## config.mk

```make
export PLATFORM = sky130hd
export DESIGN_NAME = fwd_hazard_unit
export DESIGN_NICKNAME = d
export VERILOG_FILES = /design/src/rtl/fwd_pkg.sv /design/src/rtl/fwd_sel_lane.sv /design/src/rtl/fwd_hazard_unit.sv
export SDC_FILE = /design/constraint.sdc
export NUM_CORES = 1
export LEC_CHECK = 0
export CAP_MARGIN = 0
export CORE_MARGIN = 2
export CORE_UTILIZATION = 55
export DETAILED_ROUTE_END_ITERATION = 8
export DONT_BUFFER_PORTS = 1
export PLACE_DENSITY_LB_ADDON = 0.25
export SLEW_MARGIN = 20
export SYNTH_ARGS = -nofsm -noshare
export SYNTH_HDL_FRONTEND = slang
export SYNTH_SLANG_ARGS = --single-unit
```

## constraint.sdc

```tcl
create_clock -name clk -period 3.2 [get_ports clk]
set_input_delay 0.16 -clock clk [delete_from_list [all_inputs] [get_ports clk]]
set_output_delay 0.16 -clock clk [all_outputs]
set_load 0.005 [all_outputs]
```

## src/rtl/fwd_pkg.sv

```systemverilog
package fwd_pkg;

  typedef enum logic [1:0] {
    FWD_NONE  = 2'b00,
    FWD_MEMWB = 2'b01,
    FWD_EXMEM = 2'b10
  } fwd_sel_t;

  localparam int unsigned ZERO_REG_DEFAULT = 31;

  typedef enum logic {
    ST_RUN,
    ST_STALL
  } state_t;

endpackage

```

## src/rtl/fwd_sel_lane.sv

```systemverilog
module fwd_sel_lane
  import fwd_pkg::*;
#(
  parameter int unsigned REG_W    = 5,
  parameter int unsigned ZERO_REG = ZERO_REG_DEFAULT
) (
  input  logic [REG_W-1:0] rs_i,
  input  logic             rs_used_i,
  input  logic [REG_W-1:0] ex_mem_rd_i,
  input  logic             ex_mem_reg_write_i,
  input  logic [REG_W-1:0] mem_wb_rd_i,
  input  logic             mem_wb_reg_write_i,
  output fwd_sel_t         sel_o
);

  localparam logic [REG_W-1:0] ZR = REG_W'(ZERO_REG);

  logic hit_exmem;
  logic hit_memwb;

  always_comb begin
    hit_exmem = rs_used_i && ex_mem_reg_write_i &&
                (ex_mem_rd_i != ZR) && (ex_mem_rd_i == rs_i);
    hit_memwb = rs_used_i && mem_wb_reg_write_i &&
                (mem_wb_rd_i != ZR) && (mem_wb_rd_i == rs_i);
    sel_o = FWD_NONE;
    if (hit_exmem) begin
      sel_o = FWD_EXMEM;
    end else if (hit_memwb) begin
      sel_o = FWD_MEMWB;
    end
  end

endmodule

```

## src/rtl/fwd_hazard_unit.sv

```systemverilog
module fwd_hazard_unit
  import fwd_pkg::*;
#(
  parameter int unsigned NUM_SRC  = 3,
  parameter int unsigned REG_W    = 5,
  parameter int unsigned ZERO_REG = ZERO_REG_DEFAULT,
  parameter int unsigned LOAD_LAT = 1,
  parameter int unsigned CNT_W    = 16
) (
  input  logic                     clk,
  input  logic                     reset,
  input  logic [NUM_SRC*REG_W-1:0] if_id_rs,
  input  logic [NUM_SRC-1:0]       if_id_rs_used,
  input  logic [NUM_SRC*REG_W-1:0] id_ex_rs,
  input  logic [NUM_SRC-1:0]       id_ex_rs_used,
  input  logic [REG_W-1:0]         id_ex_rd,
  input  logic                     id_ex_mem_read,
  input  logic [REG_W-1:0]         ex_mem_rd,
  input  logic                     ex_mem_reg_write,
  input  logic [REG_W-1:0]         mem_wb_rd,
  input  logic                     mem_wb_reg_write,
  input  logic                     flush,
  output logic [NUM_SRC*2-1:0]     fwd_sel,
  output logic                     pc_write_en,
  output logic                     if_id_write_en,
  output logic                     id_ex_bubble,
  output logic [CNT_W-1:0]         stall_cycles
);

  localparam logic [REG_W-1:0] ZR       = REG_W'(ZERO_REG);
  localparam logic [2:0]       CNT_LOAD = 3'(LOAD_LAT - 1);

  for (genvar g = 0; g < NUM_SRC; g++) begin : g_lane
    fwd_sel_t sel;
    fwd_sel_lane #(
      .REG_W    (REG_W),
      .ZERO_REG (ZERO_REG)
    ) u_lane (
      .rs_i               (id_ex_rs[g*REG_W +: REG_W]),
      .rs_used_i          (id_ex_rs_used[g]),
      .ex_mem_rd_i        (ex_mem_rd),
      .ex_mem_reg_write_i (ex_mem_reg_write),
      .mem_wb_rd_i        (mem_wb_rd),
      .mem_wb_reg_write_i (mem_wb_reg_write),
      .sel_o              (sel)
    );
    assign fwd_sel[g*2 +: 2] = sel;
  end

  logic             src_match;
  logic             haz;
  logic             stall;
  state_t           state_q, state_d;
  logic [2:0]       cnt_q, cnt_d;
  logic [CNT_W-1:0] stall_cycles_q;

  always_comb begin
    src_match = 1'b0;
    for (int unsigned i = 0; i < NUM_SRC; i++) begin
      if (if_id_rs_used[i] && (if_id_rs[i*REG_W +: REG_W] == id_ex_rd)) begin
        src_match = 1'b1;
      end
    end
    haz = id_ex_mem_read && (id_ex_rd != ZR) && src_match;
  end

  always_ff @(posedge clk or negedge reset) begin
    if (!reset) begin
      state_q <= ST_RUN;
      cnt_q   <= '0;
    end else begin
      state_q <= state_d;
      cnt_q   <= cnt_d;
    end
  end

  // The first stall cycle is taken combinationally in RUN; STALL only covers
  // the remaining LOAD_LAT-1 cycles, so a single-cycle latency never leaves RUN.
  always_comb begin
    state_d = state_q;
    cnt_d   = cnt_q;
    unique case (state_q)
      ST_RUN: begin
        if (haz && !flush && (LOAD_LAT > 1)) begin
          state_d = ST_STALL;
          cnt_d   = CNT_LOAD;
        end
      end
      ST_STALL: begin
        if (flush) begin
          state_d = ST_RUN;
          cnt_d   = '0;
        end else begin
          cnt_d = cnt_q - 3'd1;
          if (cnt_q == 3'd1) begin
            state_d = ST_RUN;
          end
        end
      end
      default: begin
        state_d = ST_RUN;
        cnt_d   = '0;
      end
    endcase
  end

  always_comb begin
    stall = 1'b0;
    unique case (state_q)
      ST_RUN:   stall = haz && !flush;
      ST_STALL: stall = !flush;
      default:  stall = 1'b0;
    endcase
    pc_write_en    = !stall;
    if_id_write_en = !stall;
    id_ex_bubble   = stall || flush;
  end

  always_ff @(posedge clk or negedge reset) begin
    if (!reset) begin
      stall_cycles_q <= '0;
    end else if (stall && (stall_cycles_q != '1)) begin
      stall_cycles_q <= stall_cycles_q + CNT_W'(1);
    end
  end

  assign stall_cycles = stall_cycles_q;

endmodule

```

Yosys cells after proc, flatten, opt, wreduce, memory -nomap -nowiden. Index checks and enable logic that the tools add are counted.

Bits in registers: 20. Bits in latches: 0. RAM bits: 0. Memory bits (read-only): 0. Bits of input ports: 57. Output and inout bits: 25. Word-level logic and storage cells: 62. Memories kept: 0.

Add/sub/neg operators: 2. Multipliers: 0. Divide/modulo/power cells: 0. Order comparisons: 0. Eq/ne operators: 14. Shifts and indexed selects: 0. Muxes and demuxes: 14. Bitwise operators: 1. Reduce and logical (&&, ||, !) cells: 28.

Operators by type and width (count): 5-bit == test (9); 1-bit logical AND (25); 16-bit by 1-bit adder with 16-bit output (second input constant) (1); 16-bit != test (second input constant) (1); 5-bit != test (second input constant) (3); 1-bit two-way mux (9); 2-bit two-way mux (3); 3-bit by 1-bit == test with 1-bit output (second input constant) (1); 3-bit two-way mux (1); 3-bit by 1-bit subtractor with 3-bit output (second input constant) (1); 1-bit logical NOT (2); 1-bit case mux with 2 select lines (1); 1-bit logical OR (1); 1-bit NOT (1).

Logic depth before layout (Yosys ltp).
Depth in word-level cells: 9. Gate-level depth with buffers: 10. Mapped depth without buffers: 8.

Cells and area by module. Synthesis repeated with hierarchy kept, for this count alone.

Cells, all modules: 174. Area, all modules: 1632.8 sq um.

Modules (own cells, without submodules): fwd_hazard_unit (times used 1, cells an instance 108, area each 1156.1 sq um, seq. area each 500.5 sq um); fwd_sel_lane (times used 3, cells an instance 22, area each 158.9 sq um, seq. area each 0.0 sq um).

Worst setup path after synthesis. Ideal clock, no wire load.

Path type: flip-flop to flip-flop. Start point: register stall_cycles_q[0], in the netlist stall_cycles[0]. End point: register stall_cycles_q[14], in the netlist stall_cycles[14]. Setup time: 0.124 ns. Arrival: 1.809 ns. Data required time: 3.076 ns. Setup slack: 1.268 ns. Stages on the path, launching flop included: 11. Path buffers: 2. Period minus slack after synthesis: 1.932 ns. Cell sequence: dfrtp_1 -> ha_1 -> and3_1 -> and3_1 -> buf_2 -> nand2_1 -> nor2_1 -> a21oi_4 -> buf_6 -> nand4_1 -> xnor2_1.

Longest elaborated chain between the ends: 2. Elaborated cells on any way between the ends: 3. Those cells by class: add/sub: 1; eq/ne: 1; reduce/logical: 1.

Ends and longest elaborated chain: from (decl) (RTL line fwd_hazard_unit.sv:55) `logic [CNT_W-1:0] stall_cycles_q;`; from (signal assigned) (RTL line fwd_hazard_unit.sv:123) `stall_cycles_q <= stall_cycles_q + CNT_W'(1);`; branches (longest 2 deep; another with 16-bit by 1-bit adder with 16-bit output).

Parallel ways; which one is timed is not known. A chain may end at the register's enable or synchronous reset.

Worst setup path after layout.
Start point: register stall_cycles_q[0], in the netlist stall_cycles[0]. End point: register stall_cycles_q[1], in the netlist stall_cycles[1].

The elaborated chain is that of the path after synthesis.

==> results.sh <==
export IMPL_dr_pass1_iters=4
export IMPL_finalHoldViolations=0
export IMPL_final_layout_size_suffix_gt1_frac=0.0655
export IMPL_dieWidth_um=57.3
export IMPL_max_cap_violations=0
export IMPL_path_cells="ha_1 > and3_1 > and3_1 > nand2_1 > nor2_1 > a21oi_4 > mux2_2"
export IMPL_synth_edff_count=0
export IMPL_clock_latency_ps=300
export IMPL_grt_pass1_wl_um=5160
export IMPL_critPathKind="reg2reg"
export IMPL_num_rows=19
export IMPL_cp_start_kind="flip-flop"
export IMPL_status="complete, no violations"
export IMPL_total_power_w=0.000573
export IMPL_ys_seq_elements=20
export IMPL_arrival_ps=2310
export IMPL_worstReg2RegEnd="stall_cycles[1]$_DFFE_PN0P_"
export IMPL_cts_max_path_buffers=2
export IMPL_portBuffers=0
export IMPL_cts_resized_gates=0
export IMPL_synth_top_cells_by_area="dfrtp_1, xnor2_1, xor2_1"
export IMPL_fillers=223
export IMPL_diodes=0
export IMPL_htreeDepth=1
export IMPL_die_h_um=57.3
export IMPL_cpMaxStageDelayCell="dfrtp_1"
export IMPL_peakVddDrop_uv=510
export IMPL_fp_coreArea_um2=2730
export IMPL_grt_pass1_vias=1253
export IMPL_crit_required_ps=3390
export IMPL_met2_usage=0.345
export IMPL_cts_buffers=3
export IMPL_top_usage_layer="met2"
export IMPL_antenna_found_initial=0
export IMPL_use_met1=0.216
export IMPL_synth_top_area_cell="dfrtp_1"
export IMPL_avgSynthCellArea_um2=9.29
export IMPL_crit_path_start="stall_cycles[0]$_DFFE_PN0P_"
export IMPL_clock_sinks=20
export IMPL_async_flop_share=1.00
export IMPL_dp_final_hpwl_um=2710
export IMPL_cts_tree="yes"
export IMPL_fin_area_um2=1630
export IMPL_ios=82
export IMPL_place_area_um2=1550
export IMPL_gr_usage_all_layers=0.194
export IMPL_drc=0
export IMPL_finalCriticalPeriod_ps=2120
export IMPL_syn_num_nets=228
export IMPL_skew_ps=6.86
export IMPL_hold_class="in2reg"
export IMPL_syn_to_final_growth_pct=4.17
export IMPL_setup_viol=0
export IMPL_ant_nets=0
export IMPL_maxSlewHeadroom=0.436
export IMPL_seq_area_frac_synth=0.321
export IMPL_drt_wirelength_per_cell_um=16.0
export IMPL_cp_end_kind="flip-flop"
export IMPL_critPathMaxStageDelay_ps=470
export IMPL_max_freq_mhz=472
export IMPL_worstMarginPinSlew_ps=844
export IMPL_power_density_nw_per_um2=352
export IMPL_die_area_um2=3280
export IMPL_yosysTopAreaCellShare=0.321
export IMPL_drt_initial_drc_count=59
export IMPL_clk_pin_slew_ps=110
export IMPL_rsz0062_at_grt="no"
export IMPL_synthesis_area_um2=1560
export IMPL_synth_cell_types=30
export IMPL_crit_family="simple AND/OR/NAND/NOR gates"
export IMPL_fin_util=0.595
export IMPL_crit_cells=7
export IMPL_critPathMaxFanout=16
export IMPL_grt_remaining_overflow=0
export IMPL_routed_via_density=6.16
export IMPL_initial_core_util=0.571
export IMPL_r2r_start="stall_cycles[0]$_DFFE_PN0P_"
export IMPL_use_met3=0.0499
export IMPL_syn_inst=168
export IMPL_synth_flop_cell="dfrtp_1"
export IMPL_rr_worst_depth=7
export IMPL_grt_max_degree=21
export IMPL_period_share=0.663
export IMPL_drv_slew=0
export IMPL_fin_nets=229
export IMPL_path_buf_inv=0
export IMPL_crit_end="stall_cycles[1]$_DFFE_PN0P_"
export IMPL_gp_congestion=0.838
export IMPL_ys_warn_count=0
export IMPL_cp_common_cell="and3_1"
export IMPL_leakagePower_nw=0.653
export IMPL_reg2reg_slack_ps=1080
export IMPL_vias=1225
export IMPL_tns_ps=0
export IMPL_cts_root_buf="clkbuf_4"
export IMPL_finalWirelength_um=3190
-- cell families after synthesis --
kind of cell	count (synthesis)	share of synthesized area
mux	2	0.0136
compound gates	10	0.0473
xor+xnor	60	0.337
fa+ha+maj	3	0.0241
flops	20	0.321
simple gates	62	0.216
buf+inv	11	0.0417
-- how the worst min path moves through the flow --
stage / cells after the start / slack, ps / end / startpoint
after floorplan: 0 / -140 / cnt_q[0]$_DFFE_PN0P_ / reset
after global placement: 0 / -140 / stall_cycles[2]$_DFFE_PN0P_ / reset
after detailed placement: 0 / -140 / stall_cycles[2]$_DFFE_PN0P_ / reset
after CTS: 3 / 30 / cnt_q[1]$_DFFE_PN0P_ / flush
after global routing: 3 / 40 / cnt_q[1]$_DFFE_PN0P_ / flush
final: 3 / 30 / cnt_q[1]$_DFFE_PN0P_ / flush
-- through the flow --
stage	setup slack, ps	hold WS [ps]	std cells
floorplan	1270	-136	168
CTS	1080	29.0	199
global route	955	40.5	199
global placement	1150	-135	193
detailed placement	1110	-135	193
finish	1080	33.3	199
-- area by class of cell --
type                    count  area [um2]  share of cell area
clock buffers               3        22.5              0.0139
clock inverters             1        30.0              0.0185
inverters                   5        18.8              0.0115
multi-input cells         137         995               0.612
flip-flops and latches     20         500               0.308
well taps                  31        38.8              0.0239
repair buffers              2        20.0              0.0123
-- synth_stat cells (2+ instances only) --
| cell type | number |
|---|---|
| xnor2_1 | 43 |
| dfrtp_1 | 20 |
| xor2_1 | 17 |
| nand2_1 | 15 |
| nand4_1 | 14 |
| nand3_1 | 8 |
| and3_1 | 6 |
| nor3_1 | 6 |
| inv_1 | 5 |
| buf_4 | 4 |
| nor4_1 | 4 |
| ha_1 | 3 |
| nor2_1 | 3 |
| o21ai_0 | 3 |
| o22ai_1 | 2 |
-- state kept, by name (all words and copies together) (netlist names) --
register	flops
stall_cycles	16
cnt_q	3
state_q	1
-- worst min-delay path: stages --
cell and delay, ps:
nor2_1 20, nand2_1 50, o21ai_0 70
-- what timing repair did --
item,4_1_cts,5_1_grt
hold endpoints to repair,21,0
hold buffers,2,0
buffers inserted,0,0
-- cells in the final DEF (no fill, tap or decap) --
cell           count
a21oi_1            1
a21oi_4            1
a311oi_1           1
and2_2             1
and3_1             6
and3_2             1
and4_1             1
bufinv_16          1
clkbuf_4           3
dfrtp_1           20
dlygate4sd3_1      2
ha_1               3
inv_1              5
mux2_2             1
mux2i_1            1
nand2_1           15
nand2b_1           1
nand3_1            8
nand4_1           14
nand4_2            1
nor2_1             3
nor3_1             6
nor4_1             4
o21a_1             1
o21ai_0            3
o21ai_2            1
o22ai_1            2
or2_2              1
xnor2_1           43
xor2_1            17
-- layer usage --
layer  vias to the layer above  part of all wire  wire length (um)
li1                        574                 -                 -
met1                       568              0.37              1170
met2                        79              0.52              1650
met3                         4              0.10               331
met4                         0            0.0094                30
met5                         -                 0                 0
-- where the power goes --
| part | internal (W) | leakage (nW) | switching (W) | total (W) |
|---|---|---|---|---|
| registers | 0.000263 | 0.262 | 0.0000202 | 0.000284 |
| logic | 0.0000520 | 0.363 | 0.0000348 | 0.0000868 |
| clock network | 0.000127 | 0.0279 | 0.0000759 | 0.000202 |
| total | 0.000442 | 0.653 | 0.000131 | 0.000573 |
Note: power is estimated with default switching activity, not from simulation.
